File: config.mk
export PLATFORM = sky130hd
export DESIGN_NAME = ro_sample_ctrl
export DESIGN_NICKNAME = d
export VERILOG_FILES = /design/src/rtl/ro_sample_ctrl.sv
export SDC_FILE = /design/constraint.sdc
export NUM_CORES = 2
export LEC_CHECK = 0
export BUFFER_PORTS_ARGS = -buffer_cell sky130_fd_sc_hd__buf_2
export CAP_MARGIN = 30
export CELL_PAD_IN_SITES_DETAIL_PLACEMENT = 1
export CELL_PAD_IN_SITES_GLOBAL_PLACEMENT = 1
export CORE_MARGIN = 1.5
export CORE_UTILIZATION = 35
export DETAILED_ROUTE_END_ITERATION = 10
export GPL_TIMING_DRIVEN = 0
export MAX_ROUTING_LAYER = met4
export PLACE_DENSITY_LB_ADDON = 0.1
export SYNTH_ARGS = -nofsm -noshare
export SYNTH_HDL_FRONTEND = slang
export SYNTH_SLANG_ARGS = --single-unit
File: constraint.sdc
create_clock -name clk -period 14.5 [get_ports clk]
set_input_delay 1.45 -clock clk [delete_from_list [all_inputs] [get_ports clk]]
set_output_delay 1.45 -clock clk [all_outputs]
set_load 0.01 [all_outputs]
File: src/rtl/ro_sample_ctrl.sv
// Ring-oscillator sampling controller: windows ro_count into 32-bit samples and packs them
// into 512-bit lines for DMA. Optional macro RO_SAMPLE_TIMESTAMP_EN adds a per-line timestamp.
module ro_sample_ctrl #(
    parameter int SIZE_WIDTH = 32,
    parameter int CNT_WIDTH  = 32
) (
    input  logic                  clk,
    input  logic                  rst_n,
    input  logic                  go,
    input  logic [SIZE_WIDTH-1:0] num_samples,
    input  logic [SIZE_WIDTH-1:0] collect_cycles,
    input  logic [CNT_WIDTH-1:0]  ro_count,
    output logic [511:0]          wr_data,
    output logic                  wr_valid,
    input  logic                  wr_ready,
    output logic                  done,
    output logic                  overflow,
    output logic [1:0]            dbg_state
);

    // Handshake: a line transfers on any rising edge where wr_valid and wr_ready are both high;
    // wr_data/wr_valid hold steady while wr_valid=1 and wr_ready=0.
    typedef enum logic [1:0] {IDLE = 2'd0, WINDOW = 2'd1, FLUSH = 2'd2} state_t;

`ifdef RO_SAMPLE_TIMESTAMP_EN
    localparam logic [3:0] LAST_IDX = 4'd14;
`else
    localparam logic [3:0] LAST_IDX = 4'd15;
`endif

    state_t                state_q, state_d;
    logic [SIZE_WIDTH-1:0] num_q, num_d, coll_q, coll_d;
    logic [SIZE_WIDTH-1:0] win_cnt_q, win_cnt_d, line_cnt_q, line_cnt_d;
    logic [CNT_WIDTH-1:0]  base_q, base_d;
    logic [3:0]            samp_idx_q, samp_idx_d;
    logic [511:0]          line_buf_q, line_buf_d, wr_data_q, wr_data_d;
    logic                  wr_valid_q, wr_valid_d, done_q, done_d, overflow_q, overflow_d;
`ifdef RO_SAMPLE_TIMESTAMP_EN
    logic [31:0]           ts_q, ts_d;
`endif

    logic [CNT_WIDTH-1:0]  diff;
    logic [31:0]           samp32;
    logic [511:0]          line_next;
    logic [SIZE_WIDTH-1:0] eff_len;
    logic                  win_close, out_free;

    always_comb begin
        state_d    = state_q;
        num_d      = num_q;
        coll_d     = coll_q;
        win_cnt_d  = win_cnt_q;
        line_cnt_d = line_cnt_q;
        base_d     = base_q;
        samp_idx_d = samp_idx_q;
        line_buf_d = line_buf_q;
        wr_data_d  = wr_data_q;
        wr_valid_d = wr_valid_q;
        done_d     = done_q;
        overflow_d = overflow_q;

        // Unsigned subtraction absorbs a single wrap of ro_count.
        diff      = ro_count - base_q;
        samp32    = 32'(diff);
        line_next = line_buf_q;
        line_next[{samp_idx_q, 5'b0} +: 32] = samp32;
`ifdef RO_SAMPLE_TIMESTAMP_EN
        ts_d = ts_q + 32'd1;
        line_next[511:480] = ts_q + 32'd1;
`endif
        eff_len   = (coll_q == '0) ? SIZE_WIDTH'(1) : coll_q;
        win_close = (win_cnt_q == eff_len - SIZE_WIDTH'(1));
        out_free  = !wr_valid_q || wr_ready;

        if (wr_valid_q && wr_ready) wr_valid_d = 1'b0;

        case (state_q)
            IDLE: begin
                if (go) begin
                    num_d      = num_samples;
                    coll_d     = collect_cycles;
                    overflow_d = 1'b0;
                    base_d     = ro_count;
                    win_cnt_d  = '0;
                    line_cnt_d = '0;
                    samp_idx_d = '0;
                    line_buf_d = '0;
`ifdef RO_SAMPLE_TIMESTAMP_EN
                    ts_d       = '0;
`endif
                    done_d     = (num_samples == '0);
                    if (num_samples != '0) state_d = WINDOW;
                end
            end
            WINDOW: begin
                if (win_close) begin
                    win_cnt_d = '0;
                    base_d    = ro_count;
                    if (samp_idx_q == LAST_IDX) begin
                        samp_idx_d = '0;
                        line_buf_d = '0;
                        line_cnt_d = line_cnt_q + SIZE_WIDTH'(1);
                        if (out_free) begin
                            wr_data_d  = line_next;
                            wr_valid_d = 1'b1;
                        end else begin
                            overflow_d = 1'b1;
                        end
                        if (line_cnt_q + SIZE_WIDTH'(1) == num_q) state_d = FLUSH;
                    end else begin
                        samp_idx_d = samp_idx_q + 4'd1;
                        line_buf_d = line_next;
                    end
                end else begin
                    win_cnt_d = win_cnt_q + SIZE_WIDTH'(1);
                end
            end
            FLUSH: begin
                if (out_free) begin
                    done_d  = 1'b1;
                    state_d = IDLE;
                end
            end
            default: state_d = IDLE;
        endcase
    end

    always_ff @(posedge clk or negedge rst_n) begin
        if (!rst_n) begin
            state_q    <= IDLE;
            num_q      <= '0;
            coll_q     <= '0;
            win_cnt_q  <= '0;
            line_cnt_q <= '0;
            base_q     <= '0;
            samp_idx_q <= '0;
            line_buf_q <= '0;
            wr_data_q  <= '0;
            wr_valid_q <= 1'b0;
            done_q     <= 1'b0;
            overflow_q <= 1'b0;
`ifdef RO_SAMPLE_TIMESTAMP_EN
            ts_q       <= '0;
`endif
        end else begin
            state_q    <= state_d;
            num_q      <= num_d;
            coll_q     <= coll_d;
            win_cnt_q  <= win_cnt_d;
            line_cnt_q <= line_cnt_d;
            base_q     <= base_d;
            samp_idx_q <= samp_idx_d;
            line_buf_q <= line_buf_d;
            wr_data_q  <= wr_data_d;
            wr_valid_q <= wr_valid_d;
            done_q     <= done_d;
            overflow_q <= overflow_d;
`ifdef RO_SAMPLE_TIMESTAMP_EN
            ts_q       <= ts_d;
`endif
        end
    end

    assign wr_data   = wr_data_q;
    assign wr_valid  = wr_valid_q;
    assign done      = done_q;
    assign overflow  = overflow_q;
    assign dbg_state = state_q;

endmodule

# Word-level counts from Yosys, hierarchy flattened
# Cells that the tools add are included.
[totals]
register_bits = 1193
in_bits = 100
out_inout_bits = 517
word_cells = 88
[classes]
n_addsub = 6
n_eq_ne = 12
n_shift = 2
mux = 39
reduce_logical = 17
[ops]
columns = ["op", "count"]
rows = [
  ["$mux W512", 3],
  ["$pmux W512 S2", 1],
  ["$bwmux W512", 1],
  ["$shift A32 B11 Y512 const A", 1],
  ["$shiftx A32 B11 Y512", 1],
  ["$mux W32", 7],
  ["$pmux W32 S2", 3],
  ["$add A32 B1 Y32 const B", 2],
  ["$eq A32 B32 Y1", 2],
  ["$logic_not A32 Y1", 2],
  ["$reduce_bool A32 Y1", 1],
  ["$sub A32 B1 Y32 const B", 1],
  ["$sub A32 B32 Y32", 1],
  ["$ne A2 B2 Y1 const B", 7],
  ["$mux W2", 6],
  ["$mux W4", 3],
  ["$mux W1", 11],
  ["$neg A9 Y11", 1],
  ["$pmux W4 S2", 1],
  ["$reduce_and A4 Y1", 2],
  ["$pmux W2 S3", 1],
  ["$reduce_and A3 Y1", 2],
  ["$reduce_and A6 Y1", 1],
  ["$reduce_and A5 Y1", 1],
  ["11 further kinds", 14],
]

# Logic depth before layout (Yosys ltp)
[depth]
word_depth = 6
depth_mapped = 20
ltp_nobuf = 14

# Least setup slack after synthesis
# No wires, ideal clock.
[synth_timing]
path_type = "register -> register"
start = "register coll_q[11]"
end = "register wr_data_q[482] (netlist: wr_data[482])"
setup_time_ps = 133
t_arrival_ps = 5023
slack_ps = 9344
path_stages_with_launch = 20
n_path_buf = 5
period_less_slack_ps = 5156
path_cell_list = "dfrtp_1 nor4_1 nand3_1 o31ai_1 inv_1 ha_1 nor4b_2 nand2_1 a2111oi_0 or4_1 or4_1 or4_1 buf_2 or3_1 buf_2 buf_6 clkbuf_1 buf_2 nand2_1 o21ai_0"
[synth_between]
elab_chain_len = 5
[synth_lines]
columns = ["element", "line", "text"]
rows = [
  ["start: declaration", "32", "logic [SIZE_WIDTH-1:0] num_q, num_d, coll_q, coll_d;"],
  ["start signal: assignment", "148", "coll_q <= coll_d;"],
  ["$logic_not A32 Y1", "71", "eff_len = (coll_q == '0) ? SIZE_WIDTH'(1) : coll_q;"],
  ["$mux W32 (*)", "71", ""],
  ["$sub A32 B1 Y32 (*)", "72", "win_close = (win_cnt_q == eff_len - SIZE_WIDTH'(1));"],
  ["$eq A32 B32 Y1 (*)", "72", ""],
  ["$reduce_and A4 Y1 (no line) (*)", "-", ""],
  ["end signal: assignment", "154", "wr_data_q <= wr_data_d;"],
  ["end: declaration", "36", "logic [511:0] line_buf_q, line_buf_d, wr_data_q, wr_data_d;"],
]
# Every way passes the cells marked *; elsewhere a longest branch is shown, timed or not.
# A chain may end at the register's enable or synchronous reset.

# Final worst setup path
[layout_timing]
start = "register coll_q[15]"
end = "register line_buf_q[120]"
[layout_between]
elab_chain_len = 6
[layout_lines]
columns = ["element", "line", "text"]
rows = [
  ["$logic_not A32 Y1", "71", ""],
  ["$mux W32 (*)", "71", ""],
  ["$sub A32 B1 Y32 (*)", "72", ""],
  ["$eq A32 B32 Y1 (*)", "72", ""],
  ["$ne A2 B2 Y1 (no line) (*)", "-", ""],
  ["$reduce_and A3 Y1 (no line) (*)", "-", ""],
  ["end signal: assignment", "153", "line_buf_q <= line_buf_d;"],
  ["end: declaration", "36", ""],
]
# Marks and branches as above.

==> impl_metrics.tcl <==
set metrics [dict create \
    grt_pass1_wl_mm 392 \
    nets 6959 \
    clock_sinks 1193 \
    drv_slew 0 \
    fill_cells 17978 \
    design.core.area_um2 154000 \
    fmax_ghz 0.135 \
    grt_max_degree 160 \
    synth-compound-area-share_pct 21.3 \
    drc 0 \
    antenna_found_initial 22 \
    cp_num_buf_inv 5 \
    async_flop_share_pct 100 \
    place_ws_ps 7170 \
    synthAdderAreaFrac_pct 0.914 \
    post_cts_resized 0 \
    rows 144 \
    yosys_warnings 0 \
    post_cts.repair.setup_buffers 0 \
    tightestPinTransition_ps 1120 \
    critical_path_class "flop to flop" \
    clk_root_buffer_cell "clkbuf_16" \
    crit_slowest_cell "a31oi_1" \
    num_vias 52213 \
    fin_worst_skew_ps 33.5 \
    ys_seq_area_share_pct 55.1 \
    ios 617 \
    initial_utilization_pct 35.2 \
    final.setup.tns_ps 0 \
    muxShareOfSynthArea_pct 1.79 \
    vdd_ir_drop_max_uv 112 \
    timing.hold.ws_ps 463 \
    synthXorXnorAreaFrac_pct 2.05 \
    critPathTopFamily "compound AO/OA/AOI/OAI gates" \
    cts_tree "built" \
    io_buffer_count 616 \
    crit_arrival_ps 8140 \
    fin_ws_ps 7090 \
    max-slew-margin-rel_pct 25.6 \
    grt_overflow 0 \
    routed_wl_mm 279 \
    synthTopCellsByArea "dfrtp_1 (55%), o21ai_0 (12%), nand2_1 (6.2%)" \
    syn_area_per_cell_um2 9.09 \
    rsz0062_at_grt "false" \
    holdBufCountCts 0 \
    worstSetupEndpointType "flop" \
    path_cells "nor4_2, nand4_1, o31ai_1, inv_1, ha_1, nor4b_2, nand4_1, nor4_1, a311o_1, o21ai_0, nor3_1, buf_4, a31oi_1, buf_2, buf_1, clkbuf_1, o21ai_0, nand2_1" \
    die_x_um 397 \
    clock_latency_ps 810 \
    ctsHtreeMaxLevel 4 \
    dp_hpwl_mm 214 \
    dpl.cell_count 8718 \
    status "complete, no violations" \
    ys.flop_type "dfrtp_1" \
    drtIter0Drc 4609 \
    powerDensity_nw_per_um2 147 \
    cp.required_ps 15230 \
    synth_fp_nets 6107 \
    synth_cells 5968 \
    fin_cells 8998 \
    path_max_fanout 10 \
    timing.final.crit_share_pct 51.1 \
    fin_util_pct 43.1 \
    synthDistinctLibCells 80 \
    cp-start-kind "flop" \
    hold_violations 0 \
    clkTransAtPathRegs_ps 60 \
    setup_violations 0 \
    clock_path_buffers 3 \
    ys_seq_elements 1193 \
    min_period_ps 7410 \
    place_congestion 0.972 \
    first_pass_iters 5 \
    hold_path_class "flop to flop" \
    cap_violations 0 \
    grt_usage_pct 35.9 \
    cts-buffers-inserted 143 \
    grt_pass1_vias 52448 \
    static-leakage-power_uw 0.0304 \
    via_per_inst 5.80 \
    fp.dieH_um 397 \
    synth_top_area_share_pct 55.1 \
    yosys.area.top_type "dfrtp_1" \
    critPathMaxStageDelay_ps 860 \
    antenna_left 0 \
    synth_top_family_by_area "compound AO/OA/AOI/OAI gates" \
    drive_above_1_share_pct 15.8 \
    dieArea_um2 157000 \
    post_drt_wl_per_cell_um 31.0 \
    synth_edf_count 0 \
    synthToLayoutAreaGrowth_pct 22.3 \
    synth-simple-area-share_pct 14.8 \
    netlist_area_um2 54200 \
]
registers in the layout, indices dropped and copies added, names as in the netlist:
signal      flops
base_q         32
coll_q         32
dbg_state       2
done            1
line_buf_q    512
line_cnt_q     32
num_q          32
overflow        1
samp_idx_q      4
win_cnt_q      32
wr_data       512
wr_valid        1
cell type report:
type,instances,area (um2),area share [%]
tap,2044,2560,3.86
inverter,65,244,0.368
clock buffer,215,4330,6.53
timing repair buffer,707,4400,6.63
antenna,19,47.5,0.0717
sequential,1193,29900,45.0
clock inverter,45,602,0.907
buffer,514,2030,3.07
multi-input combinational,4196,22300,33.6
synth_stat cells (all sizes together), types with 19 or more instances:
cell,instances
a21oi,436
o21ai,1347
o211ai,19
xor2,52
nand4,30
nand3,151
nand2,896
nor2,434
mux2,46
or4,21
mux2i,45
o31ai,34
nor3,112
nand2b,22
inv,64
xnor2,72
or3,33
clkbuf,441
ha,38
nor4,37
o2bb2ai,62
and3,23
a22oi,19
a211oi,23
buf,73
a21o,20
dfrtp,1193
report_power, final:
part	switching, uW	leakage [uW]	total, uW	internal, uW
Clock	1550	0.00240	3800	2250
Sequential	127	0.0160	3620	3490
Combinational	1750	0.0120	2330	580
metal layers:
metal | global-route usage, % | vias up | part of all wire, %
li1 | - | 22554 | -
met1 | 44.6 | 26989 | 40
met2 | 54.1 | 2118 | 46
met3 | 8.97 | 552 | 8.4
met4 | 18.2 | 0 | 5.6
met5 | - | - | 0
metrics by stage:
| step | instance area (um2) | total power [uW] |
|---|---|---|
| 6_report | 66300 | 9750 |
| 5_1_grt | 66300 | 9960 |
| 4_1_cts | 66300 | 9720 |
| 3_5_place_dp | 61300 | 5920 |
| 3_3_place_gp | 59900 | 5650 |
| 2_1_floorplan | 54200 | 4490 |
cells in the final DEF, fill, tap and decap left out, drive strengths merged, types with 46 or more instances in the layout:
cell type  count
o21ai       1347
dfrtp       1193
nand2        896
buf          779
clkbuf       656
a21oi        436
nor2         434
nand3        151
nor3         112
xnor2         72
inv           67
o2bb2ai       62
xor2          52
mux2          46
path summary, 6_finish.rpt:
check | cells after the start | to | slack [ps] | start
worst max-delay path | 18 | line_buf_q[120]$_DFFE_PN0P_ | 7090 | coll_q[15]$_DFFE_PN0P_
worst min-delay path | 2 | wr_data[287]$_DFFE_PN0P_ | 460 | wr_data[287]$_DFFE_PN0P_
worst max register to register | 18 | line_buf_q[120]$_DFFE_PN0P_ | 7090 | coll_q[15]$_DFFE_PN0P_
worst min register to register | 2 | wr_data[287]$_DFFE_PN0P_ | 460 | wr_data[287]$_DFFE_PN0P_
max in group asynchronous | 4 | coll_q[2]$_DFFE_PN0P_ | 11340 | rst_n
min in group asynchronous | 1 | wr_data[246]$_DFFE_PN0P_ | 560 | rst_n
worst reg2reg max path: cells and delay by family, from the launching register on:
family / cells / cell delay [ps]
simple gates: 7 / 1960
flops: 1 / 480
buf+inv: 5 / 2250
compound gates: 5 / 2430
fa+ha+maj: 1 / 230
cell families (layout without fill, tap and decap cells):
group,after synthesis,in the layout
adder cells (fa/ha/maj),39,39
flip-flops,1193,1193
XOR/XNOR,125,125
buffers and inverters,579,1546
other,0,19
AND/OR/NAND/NOR,1836,1836
AO/OA/AOI/OAI,2105,2105
multiplexers,91,91
No activity file was read; power rests on OpenSTA's default activity.
